<file path="config.mk">
export PLATFORM = sky130hd
export DESIGN_NAME = prog_sequencer
export DESIGN_NICKNAME = d
export VERILOG_FILES = /design/src/rtl/prog_sequencer_pkg.sv /design/src/rtl/prog_sequencer_sat_counter.sv /design/src/rtl/prog_sequencer.sv
export SDC_FILE = /design/constraint.sdc
export NUM_CORES = 1
export LEC_CHECK = 0
export CAP_MARGIN = 40
export CORE_MARGIN = 2
export CORE_UTILIZATION = 48
export DETAILED_ROUTE_END_ITERATION = 10
export PLACE_DENSITY_LB_ADDON = 0.05
export SYNTH_ARGS = -nofsm -noshare
export SYNTH_HDL_FRONTEND = slang
export SYNTH_HIERARCHICAL = 1
export SYNTH_SLANG_ARGS = --single-unit
</file>
<file path="constraint.sdc">
create_clock -name clk -period 2.2 [get_ports clk]
set_input_delay 0.33 -clock clk [delete_from_list [all_inputs] [get_ports clk]]
set_output_delay 0.33 -clock clk [all_outputs]
set_load 0.01 [all_outputs]
</file>
<file path="src/rtl/prog_sequencer_pkg.sv">
// Shared definitions for the program sequencer: FSM states, resident program
// start/done PC tables and the default watchdog limit.
package prog_sequencer_pkg;

  typedef enum logic [2:0] {
    S_IDLE,
    S_LOAD,
    S_RUN,
    S_DONE,
    S_ERR
  } state_e;

  localparam int unsigned N_TBL       = 3;
  localparam int unsigned TBL_IW      = $clog2(N_TBL);
  localparam int unsigned DEF_TIMEOUT = 4096;

  localparam int unsigned START_PC [N_TBL] = '{0, 67, 121};
  localparam int unsigned DONE_PC  [N_TBL] = '{66, 120, 170};

  // Out-of-table indices return 0 rather than X.
  function automatic int unsigned start_pc(input int unsigned idx);
    start_pc = 0;
    for (int unsigned i = 0; i < N_TBL; i++)
      if (i == idx) start_pc = START_PC[TBL_IW'(i)];
  endfunction

  function automatic int unsigned done_pc(input int unsigned idx);
    done_pc = 0;
    for (int unsigned i = 0; i < N_TBL; i++)
      if (i == idx) done_pc = DONE_PC[TBL_IW'(i)];
  endfunction

endpackage

</file>
<file path="src/rtl/prog_sequencer_sat_counter.sv">
// Width-parametrised up-counter with synchronous clear that sticks at all-ones.
module sat_counter #(
  parameter int unsigned W = 16
) (
  input  logic         clk_i,
  input  logic         rst_ni,
  input  logic         clr_i,
  input  logic         en_i,
  output logic [W-1:0] cnt_o
);

  logic [W-1:0] cnt_q, cnt_d;

  always_comb begin
    cnt_d = cnt_q;
    if (clr_i)                    cnt_d = '0;
    else if (en_i && cnt_q != '1) cnt_d = cnt_q + 1'b1;
  end

  always_ff @(posedge clk_i or negedge rst_ni) begin
    if (!rst_ni) cnt_q <= '0;
    else         cnt_q <= cnt_d;
  end

  assign cnt_o = cnt_q;

endmodule

</file>
<file path="src/rtl/prog_sequencer.sv">
// Launches resident programs on a core: loads the start PC, watches for the
// done PC or halt, counts run cycles and trips a sticky watchdog on overrun.
module prog_sequencer
  import prog_sequencer_pkg::*;
#(
  parameter  int unsigned NUM_PROGS = 3,
  parameter  int unsigned PC_W      = 8,
  parameter  int unsigned CYC_W     = 16,
  parameter  int unsigned TIMEOUT   = DEF_TIMEOUT,
  localparam int unsigned PID_W     = (NUM_PROGS > 1) ? $clog2(NUM_PROGS) : 1
) (
  input  logic             clk,
  input  logic             reset,
  input  logic             start,
  input  logic             mode,
  input  logic [PID_W-1:0] prog_sel,
  input  logic [PC_W-1:0]  pc,
  input  logic             halt,
  output logic             core_reset,
  output logic             pc_load,
  output logic [PC_W-1:0]  pc_load_val,
  output logic             busy,
  output logic             done,
  output logic [PID_W-1:0] prog_id,
  output logic [CYC_W-1:0] cycles,
  output logic             timeout_err
);

  state_e           state_q;
  logic             core_reset_q, pc_load_q, busy_q, done_q, timeout_err_q;
  logic             mode_q;
  logic [PID_W-1:0] prog_id_q, next_id;
  logic             bad_sel, launch, finish, expire;

  assign bad_sel = mode && (32'(prog_sel) >= NUM_PROGS);
  assign launch  = (state_q == S_IDLE) && start && !bad_sel;
  assign finish  = halt || (pc == PC_W'(done_pc(32'(prog_id_q))));
  assign expire  = (cycles == CYC_W'(TIMEOUT - 1));
  assign next_id = (prog_id_q == PID_W'(NUM_PROGS - 1)) ? '0 : prog_id_q + 1'b1;

  sat_counter #(.W(CYC_W)) u_cycles (
    .clk_i  (clk),
    .rst_ni (reset),
    .clr_i  (launch),
    .en_i   (state_q == S_RUN),
    .cnt_o  (cycles)
  );

  always_ff @(posedge clk or negedge reset) begin
    if (!reset) begin
      state_q       <= S_IDLE;
      core_reset_q  <= 1'b1;
      pc_load_q     <= 1'b0;
      busy_q        <= 1'b0;
      done_q        <= 1'b0;
      timeout_err_q <= 1'b0;
      mode_q        <= 1'b0;
      prog_id_q     <= '0;
    end else begin
      pc_load_q <= 1'b0;
      done_q    <= 1'b0;
      unique case (state_q)
        S_IDLE: if (start) begin
          mode_q <= mode;
          if (bad_sel) begin
            state_q       <= S_ERR;
            timeout_err_q <= 1'b1;
          end else begin
            if (mode) prog_id_q <= prog_sel;
            state_q      <= S_LOAD;
            pc_load_q    <= 1'b1;
            busy_q       <= 1'b1;
            core_reset_q <= 1'b0;
          end
        end
        S_LOAD: state_q <= S_RUN;
        // Completion is checked first so it beats a coincident timeout.
        S_RUN: if (finish) begin
          state_q      <= S_DONE;
          done_q       <= 1'b1;
          busy_q       <= 1'b0;
          core_reset_q <= 1'b1;
        end else if (expire) begin
          state_q       <= S_ERR;
          timeout_err_q <= 1'b1;
          busy_q        <= 1'b0;
          core_reset_q  <= 1'b1;
        end
        S_DONE: begin
          state_q <= S_IDLE;
          if (!mode_q) prog_id_q <= next_id;
        end
        S_ERR: if (start) begin
          state_q       <= S_IDLE;
          timeout_err_q <= 1'b0;
        end
        default: state_q <= S_IDLE;
      endcase
    end
  end

  assign pc_load_val = PC_W'(start_pc(32'(prog_id_q)));
  assign core_reset  = core_reset_q;
  assign pc_load     = pc_load_q;
  assign busy        = busy_q;
  assign done        = done_q;
  assign prog_id     = prog_id_q;
  assign timeout_err = timeout_err_q;

endmodule

</file>
# Word-level counts from Yosys, hierarchy flattened
# Index checks and enable logic that the tools add are counted.
[classes]
magnitude_cmp = 1
shifts = 0
bitwise = 0
n_eq_ne = 19
mul = 0
n_addsub = 2
div_mod_pow = 0
n_reduce_logical = 17
muxes = 39
[ops]
columns = ["op", "count"]
rows = [
  ["two-way mux 16 bit", 2],
  ["two-way mux 7 bit", 3],
  ["two-way mux 1 bit", 17],
  ["adder 16 x 1 -> 16 bit (second input constant)", 1],
  ["equality test 16 x 12 -> 1 bit (second input constant)", 1],
  ["two-way mux 8 bit", 2],
  ["!= test 16 bit (second input constant)", 1],
  ["!= test 2 bit (second input constant)", 8],
  ["two-way mux 3 bit", 5],
  ["case mux 3 bit (4 select lines)", 1],
  ["two-way mux 2 bit", 5],
  ["equality test 8 bit", 1],
  ["equality test 3 x 2 -> 1 bit (second input constant)", 2],
  ["AND reduction 6 bit", 1],
  ["nonzero test 2 bit", 3],
  ["AND reduction 5 bit", 1],
  ["logical AND 1 bit", 4],
  ["case mux 1 bit (2 select lines)", 2],
  ["case mux 2 bit (2 select lines)", 1],
  ["AND reduction 4 bit", 1],
  ["equality test 3 x 1 -> 1 bit (second input constant)", 1],
  ["equality test 3 bit (second input constant)", 1],
  ["zero test 3 bit", 1],
  ["!= test 3 bit (second input constant)", 1],
  ["other kinds (12)", 12],
]
[totals]
reg_bits = 27
wordCells = 87
latch_bits = 0
mem_count = 0
out_inout_bits = 31
ram_bits = 0
mem_bits_ro = 0
inputBits = 15

# Logic depth before layout (Yosys ltp)
# Gate-level depths: netlist (run 1).
[logic_depth]
depth_word = 8
depth_mapped = 8

# Modules after synthesis
# Netlist (run 1), hierarchy kept.
[by_module_without_submodules]
columns = ["mod", "instances", "seq_area_each_um2", "area_each_um2", "cells_each"]
rows = [
  ["sat_counter", 1, 400.4, 942.2, 98],
  ["prog_sequencer", 1, 276.5, 789.5, 80],
]

# Least setup slack after synthesis (run 1)
# Ideal clock, no wire load.
[synth_timing]
path_kind = "register to register"
from = "register prog_id_q[1] (netlist: prog_id[1])"
to = "register busy_q (netlist: busy)"
required_time_ns = 2.077
path_slack_ns = 0.232
t_arrival_ns = 1.845
path_stages_with_launch = 7
path_cell_list = "dfrtp_1 > inv_1 > ha_1 > xor2_1 > a2111oi_4 > a31oi_1 > o221a_1"
[synth_between]
elab_chain_len = 8
word_cells_on_any_way = 12
cone_classes = "4 x eq/ne; 5 x mux; 3 x reduce/logical"
[synth_rtl]
columns = ["item", "line", "rtl"]
rows = [
  ["start: declaration", "prog_sequencer.sv:32", "logic [PID_W-1:0] prog_id_q, next_id;"],
  ["start signal: assignment", "prog_sequencer.sv:69", "if (mode) prog_id_q <= prog_sel;"],
  ["start signal: assignment", "prog_sequencer.sv:91", "if (!mode_q) prog_id_q <= next_id;"],
  ["zero test 2 bit", "--", ""],
  ["two-way mux 7 bit (2 in series)", "prog_sequencer_pkg.sv:30", "if (i == idx) done_pc = DONE_PC[TBL_IW'(i)];"],
  ["two-way mux 8 bit (*)", "prog_sequencer_pkg.sv:30", ""],
  ["equality test 8 bit (*)", "prog_sequencer.sv:37", "assign finish = halt || (pc == PC_W'(done_pc(32'(prog_id_q))));"],
  ["logical OR 1 bit (*)", "prog_sequencer.sv:37", ""],
  ["!= test 3 bit (no source line) or two-way mux 1 bit (tied branches)", "--", ""],
  ["AND reduction 4 bit (no source line) or case mux 1 bit (2 select lines) (tied branches)", "--", ""],
  ["end signal: assignment", "prog_sequencer.sv:54", "busy_q <= 1'b0;"],
  ["end signal: assignment", "prog_sequencer.sv:72", "busy_q <= 1'b1;"],
  ["end signal: assignment", "prog_sequencer.sv:81", "busy_q <= 1'b0;"],
  ["end: declaration", "prog_sequencer.sv:30", "logic core_reset_q, pc_load_q, busy_q, done_q, timeout_err_q;"],
]
# Every way passes the cells marked *; elsewhere a longest branch is shown, timed or not.
# A chain may end at the register's enable or synchronous reset.

# Final worst setup path (run 1)
[layout_timing]
from = "register prog_id_q[0] (netlist: prog_id[0])"
to = "output pc_load_val[5]"
[layout_between]
elab_chain_len = 2
[layout_rtl]
columns = ["item", "line", "rtl"]
rows = [
  ["equality test 2 bit", "prog_sequencer_pkg.sv:24", "if (i == idx) start_pc = START_PC[TBL_IW'(i)];"],
  ["two-way mux 8 bit", "prog_sequencer_pkg.sv:24", ""],
  ["end: declaration", "prog_sequencer.sv:21", "output logic [PC_W-1:0] pc_load_val,"],
]
# Every way passes these cells.

==> impl_metrics.ini, run 1 <==
[run_status]
outcome = finished clean

[final_layout]
drive_gt1_frac = 0.135
fillers = 275
nNetsFinal = 242
antenna_cells = 0
final_common_cell = clkdlybuf4s50_1
regArea_um2 = 677
layout_common_cells = 43 x clkdlybuf4s50_1, 26 x dfrtp_1, 13 x a21oi_1
area_growth_pct = 29.9
fin_area_um2 = 2250
final_util = 0.664
multi_input_area_um2 = 976

[worst_setup_path]
reg2reg_to = u_cycles/cnt_o[3]$_DFFE_PN0P_
worstPathArrival_ps = 1720
cp-start-kind = flip-flop
cpPeakStageDelay_ps = 560
crit_start = prog_id[0]$_DFFE_PN0P_
crit_type = flip-flop to output pin
critPathCaptureType = output pin
crit_chain = inv_1 > ha_2 > clkdlybuf4s50_1
rrSetupSlack_ps = 210
required_ps = 1870
reg2reg_depth = 6
r2r-start = state_q[2]$_DFFE_PN0P_
worst_path_max_delay_cell = clkdlybuf4s50_1
endpoint = pc_load_val[5]
crit_fanout = 6

[pwr]
comb_power_share = 0.549
p_int_w = 0.00131
swShare = 0.403
powerDensity_nw_per_um2 = 973
max-vdd-ir-drop_mv = 0.492
p_clk_frac = 0.103
pwr-share-seq = 0.348
p_switching_w = 0.000881
power_leakage_nw = 0.913

[clocking]
clk-insertion-delay-late_ps = 330
cts_root_buffer = clkbuf_4
cts_buffers = 3
post_cts_buffers = 0
cts.path.max_buffers = 2
cts_sinks = 27
cts_hold_buf = 0
cts_resized = 0
clkTransAtPathRegs_ps = 160
cts_tree = done
cts_max_level = 1

[floorplanning]
pin_count = 46
die_w_um = 64.1
die-height_um = 64.1
initial_core_util = 0.511
dieArea_um2 = 4100
rows = 21
core_um2 = 3390

[sta]
setup_ws_ps = 150
period_minus_slack_ps = 2050
report.final.slew_viol_count = 0
skew_ps = 11.1
fmax_ghz = 0.488
tightest_slew_ps = 563
post-route-period-util = 0.932
slew_headroom = 0.624
setup_viol = 0
rsz0062_at_grt = false
fin_tns_setup_ps = 0
hold_viol = 0

[yosys]
synth_edf_count = 0
synth_cells = 178
yosys.area.top_type = dfrtp_1
ys.warnings.count = 6
synth-async-reset-ratio = 1.00
syn_avg_cell_area_um2 = 9.73
yosysSeqAreaShare = 0.391
yosysUniqueCellTypes = 52
ys_ff_latch = 27
ys.flop_type = dfrtp_1
synth.cell_area_um2 = 1730
synth_area_leaders = dfrtp_1 38%, a21oi_1 3.8%, nand4_1 3.3%
synth_top_area_share = 0.376

[hold_path]
hold_path.class = primary input to async pin

[routing]
ant_nets = 0
wl_per_cell_um = 15.8
vias = 1574
wirelength_mm = 4.23
first_pass_iters = 4
drt_iter0_markers = 100
route.detailed.drc = 0
avgViaCountPerCell = 5.87

[grt]
grt_max_degree = 28
grt_use_total = 0.214
grt-ovfl-total = 0
grt_pass1_vias = 1575
grt_pass1_wl_mm = 7.09
antenna_found_initial = 0

[placed_design]
io_buffers = 43
dp_hpwl_mm = 3.15
placed_area_um2 = 2200
place_ws_ps = 176
gp_congestion = 0.837

[job]
maxCapViolCount = 0
==> worst max-delay path, delay by kind of cell (launching register included) <==
kind | cells | cell delay (ps)
fa+ha+maj | 1 | 260
buf+inv | 2 | 710
flops | 1 | 430
==> power groups by stage <==
stage          sequential (W)  clock, W  combinational [W]
2_1_floorplan        0.000793         0           0.000660
3_3_place_gp         0.000764         0            0.00113
3_5_place_dp         0.000776         0            0.00116
4_1_cts              0.000763  0.000231            0.00117
5_1_grt              0.000791  0.000254            0.00130
6_report             0.000762  0.000224            0.00120
==> through the flow <==
step	instances	power [W]	hold WS, ps
6_report	268	0.00219	357
5_1_grt	268	0.00235	378
4_1_cts	268	0.00216	365
3_5_place_dp	264	0.00193	512
3_3_place_gp	264	0.00189	493
2_1_floorplan	179	0.00145	34.4
==> synthesized netlist by cell type (2+ instances only) <==
master and number:
nor3_1 2, and2_1 2, nor4_1 5, or4_1 5
and4_2 2, xor2_1 4, or3_1 2, mux2i_1 4
o21ai_0 2, inv_1 9, nand4_1 9, clkbuf_1 4
a31oi_1 4, nand2_1 10, nor2b_1 5, nand3_1 5
mux2_1 4, buf_4 5, o31ai_1 7, a21o_1 2
dfrtp_1 26, ha_1 4, and3_1 4, or4_2 2
a21oi_1 13, nor2_1 9, o21ai_1 3
==> cells by family after synthesis <==
group,share of synthesized area
multiplexers,0.0556
XOR/XNOR,0.0253
AND/OR/NAND/NOR,0.280
flip-flops,0.391
adder cells (fa/ha/maj),0.0289
other,0.00217
AO/OA/AOI/OAI,0.160
buffers and inverters,0.0564
==> layer usage <==
layer  track usage  share of wire  vias to the layer above
li1              -              -                      758
met1         0.264           0.42                      770
met2         0.387           0.53                       44
met3        0.0282          0.040                        2
met4        0.0625         0.0045                        0
met5             0              0                        -
==> worst min-delay path by stage <==
stage,to,slack [ps],cells after the start
after global placement,mode_q$_DFFE_PN0P_,490,1
final,done$_DFF_PN0_,360,2
after global routing,pc_load$_DFF_PN0_,380,2
after detailed placement,core_reset$_DFFE_PN1P_,510,2
after floorplan,busy$_DFFE_PN0P_,30,0
after CTS,pc_load$_DFF_PN0_,370,2
==> sequential cells by signal (all words and copies together), names as in the netlist <==
name            count
busy                1
core_reset          1
done                1
mode_q              1
pc_load             1
prog_id             2
state_q             3
timeout_err         1
u_cycles/cnt_o     16
==> final cells by class <==
class | instances | area share
flip-flops and latches | 27 | 0.301
multi-input cells | 133 | 0.434
well taps | 46 | 0.0256
clock buffers | 3 | 0.0100
clock inverters | 1 | 0.00334
inverters | 9 | 0.0150
repair buffers | 49 | 0.211
Power figures use the tool's default switching activity.
==> inputs of run 2 (changes only) <==
--- a/config.mk
+++ b/config.mk
@@ -6,6 +6,7 @@
 export NUM_CORES = 1
 export LEC_CHECK = 0
 export CAP_MARGIN = 40
+export CORE_ASPECT_RATIO = 0.8
 export CORE_MARGIN = 2
 export CORE_UTILIZATION = 48
 export DETAILED_ROUTE_END_ITERATION = 10
==> impl_metrics.ini, run 2 (synthesis results as in run 1) <==
[final_layout]
multi_input_area_um2 = 961
largest_reg_flops = 16
area_growth_pct = 29.8
antenna_cells = 0
regArea_um2 = 677
drive_gt1_frac = 0.126
final_common_cell = clkdlybuf4s50_1
final_util = 0.652
layout_common_cells = 43 x clkdlybuf4s50_1, 26 x dfrtp_1, 13 x a21oi_1
nNetsFinal = 242
fillers = 269

[placed_design]
dp_hpwl_mm = 3.05
io_buffers = 43
gp_congestion = 0.864

[floorplanning]
core_um2 = 3450
initial_core_util = 0.502
rows = 19
dieArea_um2 = 4110
die_w_um = 71.2
pin_count = 46
die-height_um = 57.7

[sta]
rsz0062_at_grt = false
hold_slack_ps = 424
fmax_ghz = 0.490
slew_headroom = 0.610
setup_viol = 0
report.final.slew_viol_count = 0
post-route-period-util = 0.928
period_minus_slack_ps = 2040
tightest_slew_ps = 584
skew_ps = 5.42
hold_viol = 0
fin_tns_setup_ps = 0

[worst_setup_path]
critPathCaptureType = output pin
cp-start-kind = flip-flop
required_ps = 1870
worstPathArrival_ps = 1710
crit_type = flip-flop to output pin
crit_fanout = 4

[job]
maxCapViolCount = 0

[clocking]
cts_tree = done
clkTransAtPathRegs_ps = 100
clk-insertion-delay-late_ps = 280
cts_buffers = 3
cts_resized = 0
cts_root_buffer = clkbuf_8
cts_sinks = 27
cts_hold_buf = 0
cts.path.max_buffers = 2
post_cts_buffers = 0
cts_max_level = 1

[pwr]
pwr-share-seq = 0.348
p_int_w = 0.00133
power_leakage_nw = 0.922
swShare = 0.399
powerDensity_nw_per_um2 = 984
p_switching_w = 0.000882
p_clk_frac = 0.133
max-vdd-ir-drop_mv = 0.849
comb_power_share = 0.520

[routing]
avgViaCountPerCell = 6.14
first_pass_iters = 4
vias = 1622
drt_iter0_markers = 143
route.detailed.drc = 0
wirelength_mm = 4.11
ant_nets = 0
wl_per_cell_um = 15.6

[grt]
antenna_found_initial = 0
grt_use_total = 0.213
grt_pass1_vias = 1451
grt_max_degree = 28
grt-ovfl-total = 0
grt_pass1_wl_mm = 6.98

[run_status]
outcome = finished clean

[hold_path]
hold_path.class = primary input to async pin
run 2: cell counts in the layout (fill, tap and decap cells not counted):
Identical to the previous run, type by type.
run 2: worst paths after layout:
| path | start | to | slack, ps | cells past startpoint |
|---|---|---|---|---|
| min in group clk | mode_q$_DFFE_PN0P_ | mode_q$_DFFE_PN0P_ | 520 | 1 |
| max | prog_id[1]$_DFFE_PN0P_ | pc_load_val[0] | 160 | 3 |
| min reg2reg | mode_q$_DFFE_PN0P_ | mode_q$_DFFE_PN0P_ | 520 | 1 |
| max in group asynchronous | reset | core_reset$_DFFE_PN1P_ | 1470 | 2 |
| max reg2reg | prog_id[1]$_DFFE_PN0P_ | busy$_DFFE_PN0P_ | 180 | 6 |
| min | reset | pc_load$_DFF_PN0_ | 420 | 2 |
run 2: through the flow:
stage          setup WS (ps)  std cells  cell area [um^2]  total power (W)
5_1_grt                 31.8        264              2250          0.00236
6_report                 159        264              2250          0.00221
2_1_floorplan            232        179              1740          0.00145
4_1_cts                  145        264              2250          0.00223
3_3_place_gp             234        260              2200          0.00191
3_5_place_dp             202        260              2200          0.00192
run 2: power by group through the flow:
stage / registers (W) / logic, W / clock network, W
floorplan: 0.000793 / 0.000660 / 0
global placement: 0.000766 / 0.00114 / 0
detailed placement: 0.000776 / 0.00115 / 0
CTS: 0.000769 / 0.00116 / 0.000304
global route: 0.000790 / 0.00125 / 0.000325
finish: 0.000769 / 0.00115 / 0.000293
run 2: critical path: stages (launching register included):
cell,delay [ps]
dfrtp_1,410
inv_1,100
ha_1,370
clkdlybuf4s50_1,560
run 2: layer usage:
metal / routed length [um] / vias to the layer above / global-route usage
met5: 0 / - / 0
met4: 19 / 0 / 0.0296
met3: 299 / 2 / 0.0435
met2: 1790 / 77 / 0.319
met1: 2000 / 787 / 0.328
li1: - / 756 / -
run 2: area by class of cell:
| type | count | area share |
|---|---|---|
| flip-flops and latches | 27 | 0.301 |
| well taps | 42 | 0.0234 |
| repair buffers | 49 | 0.211 |
| clock inverters | 1 | 0.00334 |
| clock buffers | 3 | 0.0184 |
| multi-input cells | 133 | 0.427 |
| inverters | 9 | 0.0150 |
